<file path="config.mk">
export PLATFORM = sky130hd
export DESIGN_NAME = i2c_bit_ctrl_flat
export DESIGN_NICKNAME = d
export VERILOG_FILES = /design/src/rtl/i2c_pkg.sv /design/src/rtl/i2c_bit_ctrl_if.sv /design/src/rtl/i2c_sync.sv /design/src/rtl/i2c_bit_ctrl.sv /design/src/flat_wrapper.sv
export SDC_FILE = /design/constraint.sdc
export NUM_CORES = 1
export LEC_CHECK = 0
export ABC_CLOCK_PERIOD_IN_PS = 4600
export BUFFER_PORTS_ARGS = -buffer_cell sky130_fd_sc_hd__buf_2
export CAP_MARGIN = 20
export CORE_UTILIZATION = 55
export CTS_CLUSTER_DIAMETER = 80
export DETAILED_ROUTE_END_ITERATION = 10
export PLACE_DENSITY = 0.81
export REMOVE_ABC_BUFFERS = 1
export SETUP_SLACK_MARGIN = 0.2
export SYNTH_ARGS = -nofsm -noshare
export SYNTH_HDL_FRONTEND = slang
export SYNTH_SLANG_ARGS = --single-unit
</file>
<file path="constraint.sdc">
create_clock -name clk_i -period 4.6 [get_ports clk_i]
set_input_delay 0.92 -clock clk_i [delete_from_list [all_inputs] [get_ports clk_i]]
set_output_delay 0.92 -clock clk_i [all_outputs]
set_load 0.01 [all_outputs]
</file>
<file path="src/rtl/i2c_pkg.sv">
// i2c_pkg: shared encodings and the per-phase line-drive table for the I2C bit engine
package i2c_pkg;

    typedef enum logic [1:0] {
        CMD_START = 2'd0,
        CMD_STOP  = 2'd1,
        CMD_WRITE = 2'd2,
        CMD_READ  = 2'd3
    } cmd_e;

    typedef enum logic {
        IDLE = 1'b0,
        RUN  = 1'b1
    } state_e;

    localparam int PHASE_W = 2;
    typedef logic [PHASE_W-1:0] phase_t;

    localparam phase_t P0 = 2'd0;
    localparam phase_t P1 = 2'd1;
    localparam phase_t P2 = 2'd2;
    localparam phase_t P3 = 2'd3;

    // Returns {scl_oe, sda_oe} for a command in a given quarter-period phase.
    // WRITE/READ share the SCL low-high-high-low... pattern seen as oe 1,0,0,1.
    function automatic logic [1:0] line_drive(cmd_e c, phase_t p, logic din);
        return c == CMD_START ? {p == P3, p >= P2} :
               c == CMD_STOP  ? {p == P0, p != P3} :
                                {p == P0 || p == P3, c == CMD_WRITE && !din};
    endfunction

endpackage

</file>
<file path="src/rtl/i2c_bit_ctrl_if.sv">
// i2c_bit_ctrl_if: command handshake, tick and pad signals of the I2C bit engine
//   master: upstream controller / pad model (drives tick_i, cmd_*, scl_i, sda_i)
//   slave : the bit engine (drives cmd_ready, done, dout, arb_lost, busy, scl_oe, sda_oe)
interface i2c_bit_ctrl_if;
    import i2c_pkg::*;

    logic tick_i;
    logic cmd_valid;
    logic cmd_ready;
    cmd_e cmd;
    logic cmd_din;
    logic done;
    logic dout;
    logic arb_lost;
    logic busy;
    logic scl_i;
    logic sda_i;
    logic scl_oe;
    logic sda_oe;

    modport master (
        output tick_i, cmd_valid, cmd, cmd_din, scl_i, sda_i,
        input  cmd_ready, done, dout, arb_lost, busy, scl_oe, sda_oe
    );

    modport slave (
        input  tick_i, cmd_valid, cmd, cmd_din, scl_i, sda_i,
        output cmd_ready, done, dout, arb_lost, busy, scl_oe, sda_oe
    );

endinterface

</file>
<file path="src/rtl/i2c_sync.sv">
// i2c_sync: N-flop synchronizer for an asynchronous pad level, resets to 1 (idle bus level)
//   clk_i, reset : clock and synchronous active-high reset
//   d            : asynchronous input
//   q            : synchronized output
module i2c_sync #(
    parameter int N = 2
) (
    input  logic clk_i,
    input  logic reset,
    input  logic d,
    output logic q
);

    logic [N-1:0] ff;

    always_ff @(posedge clk_i) begin
        if (reset) ff <= '1;
        else       ff <= {ff[N-2:0], d};
    end

    assign q = ff[N-1];

endmodule

</file>
<file path="src/rtl/i2c_bit_ctrl.sv">
// i2c_bit_ctrl: I2C bit engine executing START/STOP/WRITE/READ over four tick-paced phases
//   clk_i, reset : clock and synchronous active-high reset
//   bus          : command handshake, tick enable, status pulses and open-drain pad signals
module i2c_bit_ctrl
    import i2c_pkg::*;
#(
    parameter int SYNC_STAGES = 2
) (
    input  logic          clk_i,
    input  logic          reset,
    i2c_bit_ctrl_if.slave bus
);

    state_e     state, state_n;
    phase_t     phase, phase_n;
    cmd_e       cmd_r, cmd_sel;
    logic       din_r, din_sel;
    logic       scl_s, sda_s;
    logic       accept, stretch, arb, adv, last;
    logic [1:0] drv;
    logic       scl_n, sda_n, done_n, arb_n, dout_n;

    i2c_sync #(.N(SYNC_STAGES)) u_scl_sync (.clk_i(clk_i), .reset(reset), .d(bus.scl_i), .q(scl_s));
    i2c_sync #(.N(SYNC_STAGES)) u_sda_sync (.clk_i(clk_i), .reset(reset), .d(bus.sda_i), .q(sda_s));

    assign accept  = bus.cmd_valid && state == IDLE;
    // A released SCL still read low means a slave is stretching the clock.
    assign stretch = !bus.scl_oe && !scl_s;
    assign arb     = state == RUN && cmd_r == CMD_WRITE && din_r && (phase == P1 || phase == P2) && !sda_s;
    assign adv     = state == RUN && bus.tick_i && !stretch && !arb;
    assign last    = adv && phase == P3;

    assign bus.cmd_ready = state == IDLE;
    assign bus.busy      = state == RUN;

    always_ff @(posedge clk_i) begin
        if (reset) begin
            state      <= IDLE;
            phase      <= P0;
            cmd_r      <= CMD_START;
            din_r      <= 1'b0;
            bus.scl_oe <= 1'b0;
            bus.sda_oe <= 1'b0;
            bus.done   <= 1'b0;
            bus.arb_lost <= 1'b0;
            bus.dout   <= 1'b0;
        end else begin
            state      <= state_n;
            phase      <= phase_n;
            cmd_r      <= cmd_sel;
            din_r      <= din_sel;
            bus.scl_oe <= scl_n;
            bus.sda_oe <= sda_n;
            bus.done   <= done_n;
            bus.arb_lost <= arb_n;
            bus.dout   <= dout_n;
        end
    end

    always_comb begin
        state_n = accept ? RUN : (arb || last) ? IDLE : state;
        phase_n = (accept || arb || last) ? P0 : adv ? phase + 1'b1 : phase;
    end

    // Line values are computed for the next phase so they appear registered
    // the cycle the phase begins; IDLE keeps the last P3 drive.
    always_comb begin
        cmd_sel = accept ? bus.cmd : cmd_r;
        din_sel = accept ? bus.cmd_din : din_r;
        drv     = line_drive(cmd_sel, phase_n, din_sel);
        {scl_n, sda_n} = arb ? 2'b00 : state_n == RUN ? drv : {bus.scl_oe, bus.sda_oe};
        done_n  = last;
        arb_n   = arb;
        dout_n  = (adv && phase == P2 && cmd_r == CMD_READ) ? sda_s : bus.dout;
    end

endmodule
</file>
<file path="src/flat_wrapper.sv">
// flat-port wrapper written by rule: the top's interface ports become plain ports
module i2c_bit_ctrl_flat import i2c_pkg::*;
#(
    parameter int SYNC_STAGES = 2
)
  (clk_i, reset, bus_tick_i, bus_cmd_valid, bus_cmd, bus_cmd_din, bus_scl_i, bus_sda_i, bus_cmd_ready, bus_done, bus_dout, bus_arb_lost, bus_busy, bus_scl_oe, bus_sda_oe);
  i2c_bit_ctrl_if bus_i ();
  input  logic clk_i;
  input  logic reset;
  input wire logic [$bits(bus_i.tick_i)-1:0] bus_tick_i;
  input wire logic [$bits(bus_i.cmd_valid)-1:0] bus_cmd_valid;
  input wire logic [$bits(bus_i.cmd)-1:0] bus_cmd;
  input wire logic [$bits(bus_i.cmd_din)-1:0] bus_cmd_din;
  input wire logic [$bits(bus_i.scl_i)-1:0] bus_scl_i;
  input wire logic [$bits(bus_i.sda_i)-1:0] bus_sda_i;
  output wire logic [$bits(bus_i.cmd_ready)-1:0] bus_cmd_ready;
  output wire logic [$bits(bus_i.done)-1:0] bus_done;
  output wire logic [$bits(bus_i.dout)-1:0] bus_dout;
  output wire logic [$bits(bus_i.arb_lost)-1:0] bus_arb_lost;
  output wire logic [$bits(bus_i.busy)-1:0] bus_busy;
  output wire logic [$bits(bus_i.scl_oe)-1:0] bus_scl_oe;
  output wire logic [$bits(bus_i.sda_oe)-1:0] bus_sda_oe;
  assign bus_i.tick_i = bus_tick_i;
  assign bus_i.cmd_valid = bus_cmd_valid;
  assign bus_i.cmd = bus_cmd;
  assign bus_i.cmd_din = bus_cmd_din;
  assign bus_i.scl_i = bus_scl_i;
  assign bus_i.sda_i = bus_sda_i;
  assign bus_cmd_ready = bus_i.cmd_ready;
  assign bus_done = bus_i.done;
  assign bus_dout = bus_i.dout;
  assign bus_arb_lost = bus_i.arb_lost;
  assign bus_busy = bus_i.busy;
  assign bus_scl_oe = bus_i.scl_oe;
  assign bus_sda_oe = bus_i.sda_oe;
  i2c_bit_ctrl #(.SYNC_STAGES(SYNC_STAGES)) u_core (.clk_i(clk_i), .reset(reset), .bus(bus_i));
endmodule
</file>
==> impl_metrics.ini, run 1 <==
[clocking]
clkLatencyLatePin_ns = 0.28
numCtsBuffers = 3
cts_tree = done
htreeDepth = 1
cts_buffer_depth = 2
holdBufCountCts = 0
cts_sinks = 15
cts_resized = 0
cts.clk_slew.worst_paths_ns = 0.08
root_buffer = clkbuf_4
post-cts-setup-buffers = 0

[drt]
dr.pass1.iters = 4
final_antenna_net_count = 0
wl_um = 1500
drt_iter0_markers = 13
wl_per_cell_um = 13.04
vias = 632
drc = 0
via_per_inst = 5.496

[job]
drv_cap = 0

[synth]
synthDistinctLibCells = 29
ys_seq_area_share_pct = 38.90
ys.warnings.count = 0
syn-mean-instance-area_um2 = 9.190
synthesis.area_um2 = 772.0
ys_ff_latch = 15
synthCells = 84

[critical_path]
r2r-end = u_core.bus.sda_oe
crit_start = bus_tick_i
cp_cell_sequence = buf_2 -> o21a_1 -> mux2i_1 -> o21ai_0 -> inv_1 -> ha_1 -> or4b_1 -> o31ai_1 -> mux2i_1 -> a31oi_1
setup.worst_path.end = u_core.bus.sda_oe
crit_cells = 10
reg2reg_setup_slack_ns = 2.07
path_class = in -> reg
cp_top_family = compound AO/OA/AOI/OAI gates
reg2reg_from = u_core.phase[0]
crit_arrival_ns = 2.79
path_buf_inv = 2
worstPathRequired_ns = 4.81
r2r_cells = 11
path_max_fanout = 5
crit_slowest_cell = or4b_1
slowest_delay_ns = 0.46
start_kind = input pin
crit_top_cell = mux2i_1
end_kind = flip-flop

[finish]
drive_gt1_share_pct = 23.00
diodes = 0
nFillCells = 112
area_delta_synth_final_pct = 13.78
nets = 115
final_cell_mix = 15 x buf_2, 15 x dfxtp_1, 10 x nor2_1

[floorplanning]
start_util_pct = 59.33
fp.dieW_um = 39.47
die_area_mm2 = 0.001557
ios = 16
die_y_um = 39.47
core_mm2 = 0.001301
rows = 13

[power_and_ir_drop]
p_per_area_mw_per_mm2 = 288.9
vdd_drop_max_mv = 0.2324
total_power_uw = 253.7
leakage_uw = 0.0004289

[hold_path]
hold_class = reg -> reg

[place]
place_ws_ns = 1.776
dp_hpwl_um = 1153
portBuffers = 15
globalplace.congestion = 0.8131

[global_routing]
grt_pass1_vias = 559
track_usage_pct = 23.82
use_met2_pct = 37.30
grt_pass1_wl_um = 2456
overflow = 0
grt_most_used_layer = met2
antenna_found_initial = 0
grt_use_met1_pct = 30.82
grt_max_degree = 14
met3_usage_pct = 10.23

[timing]
setup_slack_ns = 2.017
setup_viol = 0
drv_slew = 0
setup-tns-final_ns = 0
fin_crit_sh_pct = 56.14
min_period_ns = 2.583
relSlewSlack_pct = 55.81
rsz0062_at_grt = false
fin_skew_ns = 0.002186
worst_pin_slew_ns = 0.6615
hold_viol_final = 0
fmax_mhz = 387.2

[status]
outcome = completed
-- state kept, by name, indices dropped and copies added (netlist names) --
name                  flops
u_core.din_r              1
u_core.bus.scl_oe         1
u_core.bus.done           1
u_core.bus.dout           1
u_core.bus.arb_lost       1
u_core.bus.busy           1
u_core.u_sda_sync.ff      2
u_core.cmd_r              2
u_core.u_scl_sync.ff      2
u_core.phase              2
u_core.bus.sda_oe         1
-- cells by family after synthesis --
kind of cell | count (synthesis) | synth area share [%]
compound gates | 17 | 15.56
fa+ha+maj | 5 | 8.104
buf+inv | 10 | 5.187
flops | 15 | 38.90
mux | 6 | 7.780
simple gates | 31 | 24.47
-- power by group --
group / switching [µW] / total, µW / internal (µW)
clock network: 38.0 / 71.6 / 33.6
logic: 20.9 / 39.6 / 18.7
registers: 6.17 / 142 / 136
total: 65.1 / 254 / 189
-- Yosys cell counts (all sizes together) --
library cell	n	area, µm²
a21oi	1	5.000
a221oi	1	8.760
a31oi	1	6.260
and3	1	6.260
and4	1	8.760
and4bb	1	12.51
buf	2	10.01
clkbuf	1	3.750
dfxtp	15	300.3
ha	5	62.56
inv	7	26.28
mux2i	6	60.06
nand2	2	7.510
nand2b	1	6.260
nand3	1	5.000
nand3b	1	7.510
nor2	10	37.54
nor2b	2	12.51
nor3	1	5.000
nor3b	1	7.510
o211a	2	20.02
o211ai	2	15.01
o21a	3	22.52
o21ai	4	20.02
o31ai	3	22.52
or2	5	31.28
or3b	1	8.760
or4b	1	10.01
or4bb	2	22.52
-- layout make-up --
class	count	area, µm²	share of cell area [%]
tap	15	18.77	2.137
inverter	7	26.28	2.991
sequential	15	300.3	34.19
timing repair buffer	15	75.07	8.547
clock buffer	4	26.28	2.991
multi-input combinational	59	431.7	49.15
-- layer usage --
layer / up-vias / routed length (µm)
met1: 289 / 749
li1: 326 / -
met2: 15 / 673
met3: 2 / 65
met5: - / 0
met4: 0 / 11
-- metrics by stage --
step,hold WS [ns],instance area [µm²],cells,util (%)
4_1_cts,0.4152,878.3,115,67.50
3_5_place_dp,0.3952,852.1,111,65.48
3_3_place_gp,0.3927,852.1,111,65.48
2_1_floorplan,0.3895,758.2,81,-
6_report,0.4112,878.3,115,67.50
5_1_grt,0.4212,878.3,115,67.50
-- worst min-delay path by stage --
stage                                       start                      end  slack (ns)  depth (start not counted)
after floorplan           u_core.u_scl_sync.ff[0]  u_core.u_scl_sync.ff[1]        0.39                          1
after global placement    u_core.u_sda_sync.ff[0]  u_core.u_sda_sync.ff[1]        0.39                          1
after detailed placement  u_core.u_scl_sync.ff[0]  u_core.u_scl_sync.ff[1]        0.40                          1
after CTS                 u_core.u_scl_sync.ff[0]  u_core.u_scl_sync.ff[1]        0.42                          1
after global routing      u_core.u_sda_sync.ff[0]  u_core.u_sda_sync.ff[1]        0.42                          1
final                     u_core.u_sda_sync.ff[0]  u_core.u_sda_sync.ff[1]        0.41                          1
No activity file was read; power rests on OpenSTA's default activity.
==> run 2, diff against run 1 <==
--- a/config.mk
+++ b/config.mk
@@ -5,13 +5,13 @@
 export SDC_FILE = /design/constraint.sdc
 export NUM_CORES = 1
 export LEC_CHECK = 0
-export ABC_CLOCK_PERIOD_IN_PS = 4600
+export ABC_CLOCK_PERIOD_IN_PS = 2400
 export BUFFER_PORTS_ARGS = -buffer_cell sky130_fd_sc_hd__buf_2
 export CAP_MARGIN = 20
-export CORE_UTILIZATION = 55
+export CORE_UTILIZATION = 51
 export CTS_CLUSTER_DIAMETER = 80
 export DETAILED_ROUTE_END_ITERATION = 10
-export PLACE_DENSITY = 0.81
+export PLACE_DENSITY = 0.76
 export REMOVE_ABC_BUFFERS = 1
 export SETUP_SLACK_MARGIN = 0.2
 export SYNTH_ARGS = -nofsm -noshare
==> constraint.sdc (replaced) <==
create_clock -name clk_i -period 2.4 [get_ports clk_i]
set_input_delay 0.48 -clock clk_i [delete_from_list [all_inputs] [get_ports clk_i]]
set_output_delay 0.48 -clock clk_i [all_outputs]
set_load 0.01 [all_outputs]
==> impl_metrics.ini, run 2 (synthesized netlist as in run 1, its figures left out) <==
[status]
outcome = completed

[power_and_ir_drop]
vdd_drop_max_mv = 0.3723
power_frac_comb_pct = 18.0
p_per_area_mw_per_mm2 = 522.9
pwr-share-clk_pct = 29.7
sequentialPowerShare_pct = 52.3
total_power_uw = 519.5
swShare_pct = 29.14
leakage_uw = 0.0004725
p_sw_uw = 151.4
p_int_uw = 368.1

[hold_path]
hold_class = in -> reg
min_path_cells = 2
hold_start = bus_sda_i
min_to = u_core.u_sda_sync.ff[0]

[drt]
drc = 0
final_antenna_net_count = 0
vias = 710
wl_um = 1852
via_per_inst = 5.820
drt_iter0_markers = 16
wl_per_cell_um = 15.18
dr.pass1.iters = 4

[clocking]
htreeDepth = 1
cts_tree = done
clkLatencyLatePin_ns = 0.30
cts.clk_slew.worst_paths_ns = 0.10
cts_sinks = 15
root_buffer = clkbuf_4
numCtsBuffers = 3
cts_buffer_depth = 2

[place]
dp_hpwl_um = 1224
portBuffers = 15
globalplace.congestion = 0.8498
dpl_cell_area_um2 = 867.1

[finish]
nets = 122
drive_gt1_share_pct = 39.25
final_cell_mix = 15 x buf_2, 13 x dfxtp_1, 10 x nor2_1
fin_util_pct = 73.59
nFillCells = 103
diodes = 0
layout_commonest_cell = buf_2
area_delta_synth_final_pct = 28.69
fin_area_um2 = 993.5

[timing]
fin_skew_ns = 0.01257
drv_slew = 0
fin_crit_sh_pct = 90.86
fmax_mhz = 458.6
hold_viol_final = 0
min_period_ns = 2.181
rsz0062_at_grt = true
relSlewSlack_pct = 56.48
worst_pin_slew_ns = 0.6514
setup_viol = 0

[critical_path]
r2r-end = u_core.bus.sda_oe
path_class = reg -> reg
reg2reg_from = u_core.phase[0]
crit_cells = 11
path_buf_inv = 1
path_max_fanout = 4
reg2reg_setup_slack_ns = 0.22
crit_arrival_ns = 2.42
slowest_delay_ns = 0.46
worstPathRequired_ns = 2.64
r2r_cells = 11
cp_top_family = simple AND/OR/NAND/NOR gates
start_kind = flip-flop
end_kind = flip-flop
crit_slowest_cell = or4b_1
cp_cell_sequence = buf_4 -> ha_4 -> nor2_1 -> mux2i_1 -> nor2_1 -> o21a_1 -> ha_1 -> or4b_1 -> o31ai_1 -> mux2i_1 -> a31oi_1

[global_routing]
track_usage_pct = 23.09
overflow = 0
grt_max_degree = 14
grt_pass1_vias = 579
grt_pass1_wl_um = 2511
antenna_found_initial = 0

[floorplanning]
rows = 13
ios = 16
start_util_pct = 57.18
die_y_um = 40.91
fp.dieW_um = 40.91
core_mm2 = 0.001350
die_area_mm2 = 0.001673

[job]
drv_cap = 0
run 2: cell type report:
type                       count  area (µm²)  area share, %
timing repair buffer          22       127.6          12.85
multi-input combinational     59       488.0          49.12
inverter                       7       26.28          2.645
clock buffer                   3       22.52          2.267
clock inverter                 1       5.005         0.5038
tap                           15       18.77          1.889
sequential                    15       305.3          30.73
run 2: metal layers:
| metal | track usage [%] | wire length (µm) | vias up |
|---|---|---|---|
| met5 | 0 | 0 | - |
| met4 | 7.500 | 34 | 0 |
| met3 | 3.261 | 101 | 4 |
| met2 | 37.89 | 885 | 32 |
| met1 | 30.59 | 830 | 332 |
| li1 | - | - | 342 |
run 2: power groups by stage:
stage	clock network [µW]	logic [µW]	registers, µW
finish	154	93.5	272
global route	162	103	273
CTS	153	83.5	272
detailed placement	0	80.0	277
global placement	0	78.5	277
floorplan	0	48.3	278
run 2: worst register-to-register path, stage by stage, from the launching register on:
cell and delay (ns):
dfxtp_2 0.35, buf_4 0.12, ha_4 0.15, nor2_1 0.06, mux2i_1 0.17, nor2_1 0.09
o21a_1 0.21, ha_1 0.20, or4b_1 0.46, o31ai_1 0.08, mux2i_1 0.10, a31oi_1 0.13
run 2: how the worst max path moves through the flow:
| stage | from | to | slack, ns |
|---|---|---|---|
| detailed placement | u_core.phase[0] | u_core.bus.sda_oe | -0.01 |
| global placement | u_core.phase[0] | u_core.bus.sda_oe | 0.008 |
| CTS | u_core.phase[0] | u_core.bus.scl_oe | 0.19 |
| floorplan | u_core.phase[0] | u_core.bus.sda_oe | 0.17 |
| finish | u_core.phase[0] | u_core.bus.sda_oe | 0.22 |
| global route | u_core.phase[0] | u_core.bus.sda_oe | 0.12 |
run 2: stage by stage:
step,TNS (ns),setup slack [ns],hold WS [ns],instances
finish,0,0.2194,0.3643,122
detailed placement,-0.01317,-0.01317,0.3967,113
CTS,0,0.1901,0.3629,120
global placement,0,0.008393,0.3907,113
floorplan,0,0.1705,0.3895,81
global route,0,0.1189,0.3636,122
run 2: what timing repair did:
| action | in CTS | in global routing |
|---|---|---|
| gates resized for setup | 6 | 11 |
| hold buffers | 0 | 0 |
| setup buffers | 3 | 2 |
| setup endpoints to repair | 2 | 2 |
| pin swaps | 1 | 4 |
==> run 3, diff against run 2 <==
--- a/config.mk
+++ b/config.mk
@@ -5,13 +5,13 @@
 export SDC_FILE = /design/constraint.sdc
 export NUM_CORES = 1
 export LEC_CHECK = 0
-export ABC_CLOCK_PERIOD_IN_PS = 2400
+export ABC_CLOCK_PERIOD_IN_PS = 2700
 export BUFFER_PORTS_ARGS = -buffer_cell sky130_fd_sc_hd__buf_2
 export CAP_MARGIN = 20
-export CORE_UTILIZATION = 51
+export CORE_UTILIZATION = 55
 export CTS_CLUSTER_DIAMETER = 80
 export DETAILED_ROUTE_END_ITERATION = 10
-export PLACE_DENSITY = 0.76
+export PLACE_DENSITY = 0.81
 export REMOVE_ABC_BUFFERS = 1
 export SETUP_SLACK_MARGIN = 0.2
 export SYNTH_ARGS = -nofsm -noshare
==> constraint.sdc (replaced) <==
create_clock -name clk_i -period 2.7 [get_ports clk_i]
set_input_delay 0.54 -clock clk_i [delete_from_list [all_inputs] [get_ports clk_i]]
set_output_delay 0.54 -clock clk_i [all_outputs]
set_load 0.01 [all_outputs]
==> impl_metrics.ini, run 3 (synthesized netlist as in run 1, its figures left out) <==
[status]
outcome = completed

[place]
globalplace.congestion = 0.8669
portBuffers = 15
dp_hpwl_um = 1208

[global_routing]
use_met2_pct = 38.93
grt_pass1_wl_um = 2456
track_usage_pct = 23.29
grt_use_met1_pct = 30.00
grt_most_used_layer = met2
overflow = 0
met3_usage_pct = 3.977
grt_pass1_vias = 568
grt_max_degree = 14
antenna_found_initial = 0

[floorplanning]
ios = 16
die_area_mm2 = 0.001557
rows = 13
die_y_um = 39.47
start_util_pct = 59.33
fp.dieW_um = 39.47
core_mm2 = 0.001301

[critical_path]
start_kind = flip-flop
path_buf_inv = 2
path_class = reg -> reg
crit_slowest_cell = or4b_1
cp_cell_sequence = inv_1 -> ha_1 -> or3b_1 -> mux2i_1 -> o21ai_2 -> inv_1 -> ha_1 -> or4b_1 -> o31ai_1 -> mux2i_1 -> a31oi_1
path_max_fanout = 4
end_kind = flip-flop
worstPathRequired_ns = 2.92
cp_top_family = simple AND/OR/NAND/NOR gates
slowest_delay_ns = 0.47
crit_arrival_ns = 2.59

[drt]
wl_um = 1649
wl_per_cell_um = 14.34
vias = 671
dr.pass1.iters = 4
drc = 0
via_per_inst = 5.835
drt_iter0_markers = 8
final_antenna_net_count = 0

[hold_path]
hold_class = reg -> reg

[timing]
min_period_ns = 2.376
fmax_mhz = 420.8
rsz0062_at_grt = false
fin_crit_sh_pct = 88.02
hold_viol_final = 0
whs_ns = 0.4154
drv_slew = 0
relSlewSlack_pct = 54.19
worst_pin_slew_ns = 0.6857
setup_viol = 0
fin_skew_ns = 0.003171
setup-tns-final_ns = 0

[power_and_ir_drop]
leakage_uw = 0.0004323
pwr-share-clk_pct = 29.8
sequentialPowerShare_pct = 54.4
vdd_drop_max_mv = 0.3538
swShare_pct = 27.70
p_per_area_mw_per_mm2 = 499.4
p_sw_uw = 123.6
power_frac_comb_pct = 15.7
total_power_uw = 446.1
p_int_uw = 322.6

[clocking]
clkLatencyLatePin_ns = 0.29
root_buffer = clkbuf_4
htreeDepth = 1
cts.clk_slew.worst_paths_ns = 0.09
cts_buffer_depth = 2
cts_tree = done
cts_sinks = 15
numCtsBuffers = 3

[finish]
layout_commonest_cell = buf_2
nets = 115
area_delta_synth_final_pct = 15.72
final_cell_mix = 15 x buf_2, 14 x dfxtp_1, 10 x nor2_1
drive_gt1_share_pct = 27.00
nFillCells = 112
diodes = 0

[job]
drv_cap = 0
run 3: cell count changes in the layout (fill, tap and decap cells not counted), sizes merged:
cell / delta
clkbuf: +1
buf: -7
clkinv: -1
run 3: through the flow:
stage	instance area (µm²)	std cells	util, %	setup slack [ns]
2_1_floorplan	758.2	81	-	0.4705
5_1_grt	893.4	115	68.65	0.2022
3_5_place_dp	852.1	111	65.48	0.1143
4_1_cts	884.6	115	67.98	0.2130
6_report	893.4	115	68.65	0.3235
3_3_place_gp	852.1	111	65.48	0.2552
run 3: layout make-up:
class	instances	area, µm²	area share (%)
tap	15	18.77	2.101
inverter	7	26.28	2.941
timing repair buffer	15	75.07	8.403
multi-input combinational	59	445.4	49.86
clock buffer	4	26.28	2.941
sequential	15	301.5	33.75
run 3: worst paths after layout:
| path | startpoint | endpoint | slack, ns | depth (start not counted) |
|---|---|---|---|---|
| min reg2reg | u_core.u_sda_sync.ff[0] | u_core.u_sda_sync.ff[1] | 0.42 | 1 |
| max reg2reg | u_core.phase[0] | u_core.bus.sda_oe | 0.32 | 11 |
| min | u_core.u_sda_sync.ff[0] | u_core.u_sda_sync.ff[1] | 0.42 | 1 |
| max | u_core.phase[0] | u_core.bus.sda_oe | 0.32 | 11 |
run 3: metal layers:
layer | vias up | share of wire (%) | wire length, µm
met5 | - | 0 | 0
met4 | 0 | 0.85 | 14
met3 | 2 | 4.9 | 81
met2 | 22 | 47 | 782
met1 | 318 | 47 | 770
li1 | 329 | - | -
run 3: what timing repair did:
action,4_1_cts,5_1_grt
endpoints found under the setup margin,1,1
hold buffers,0,0
buffers inserted,0,0
gates resized for setup,3,3
pin swaps,0,1
run 3: power groups by stage:
stage | sequential, µW | combinational (µW) | clock (µW)
floorplan | 247 | 42.9 | 0
global placement | 247 | 65.6 | 0
detailed placement | 247 | 68.7 | 0
CTS | 242 | 69.2 | 130
global route | 244 | 77.5 | 135
finish | 243 | 70.2 | 133
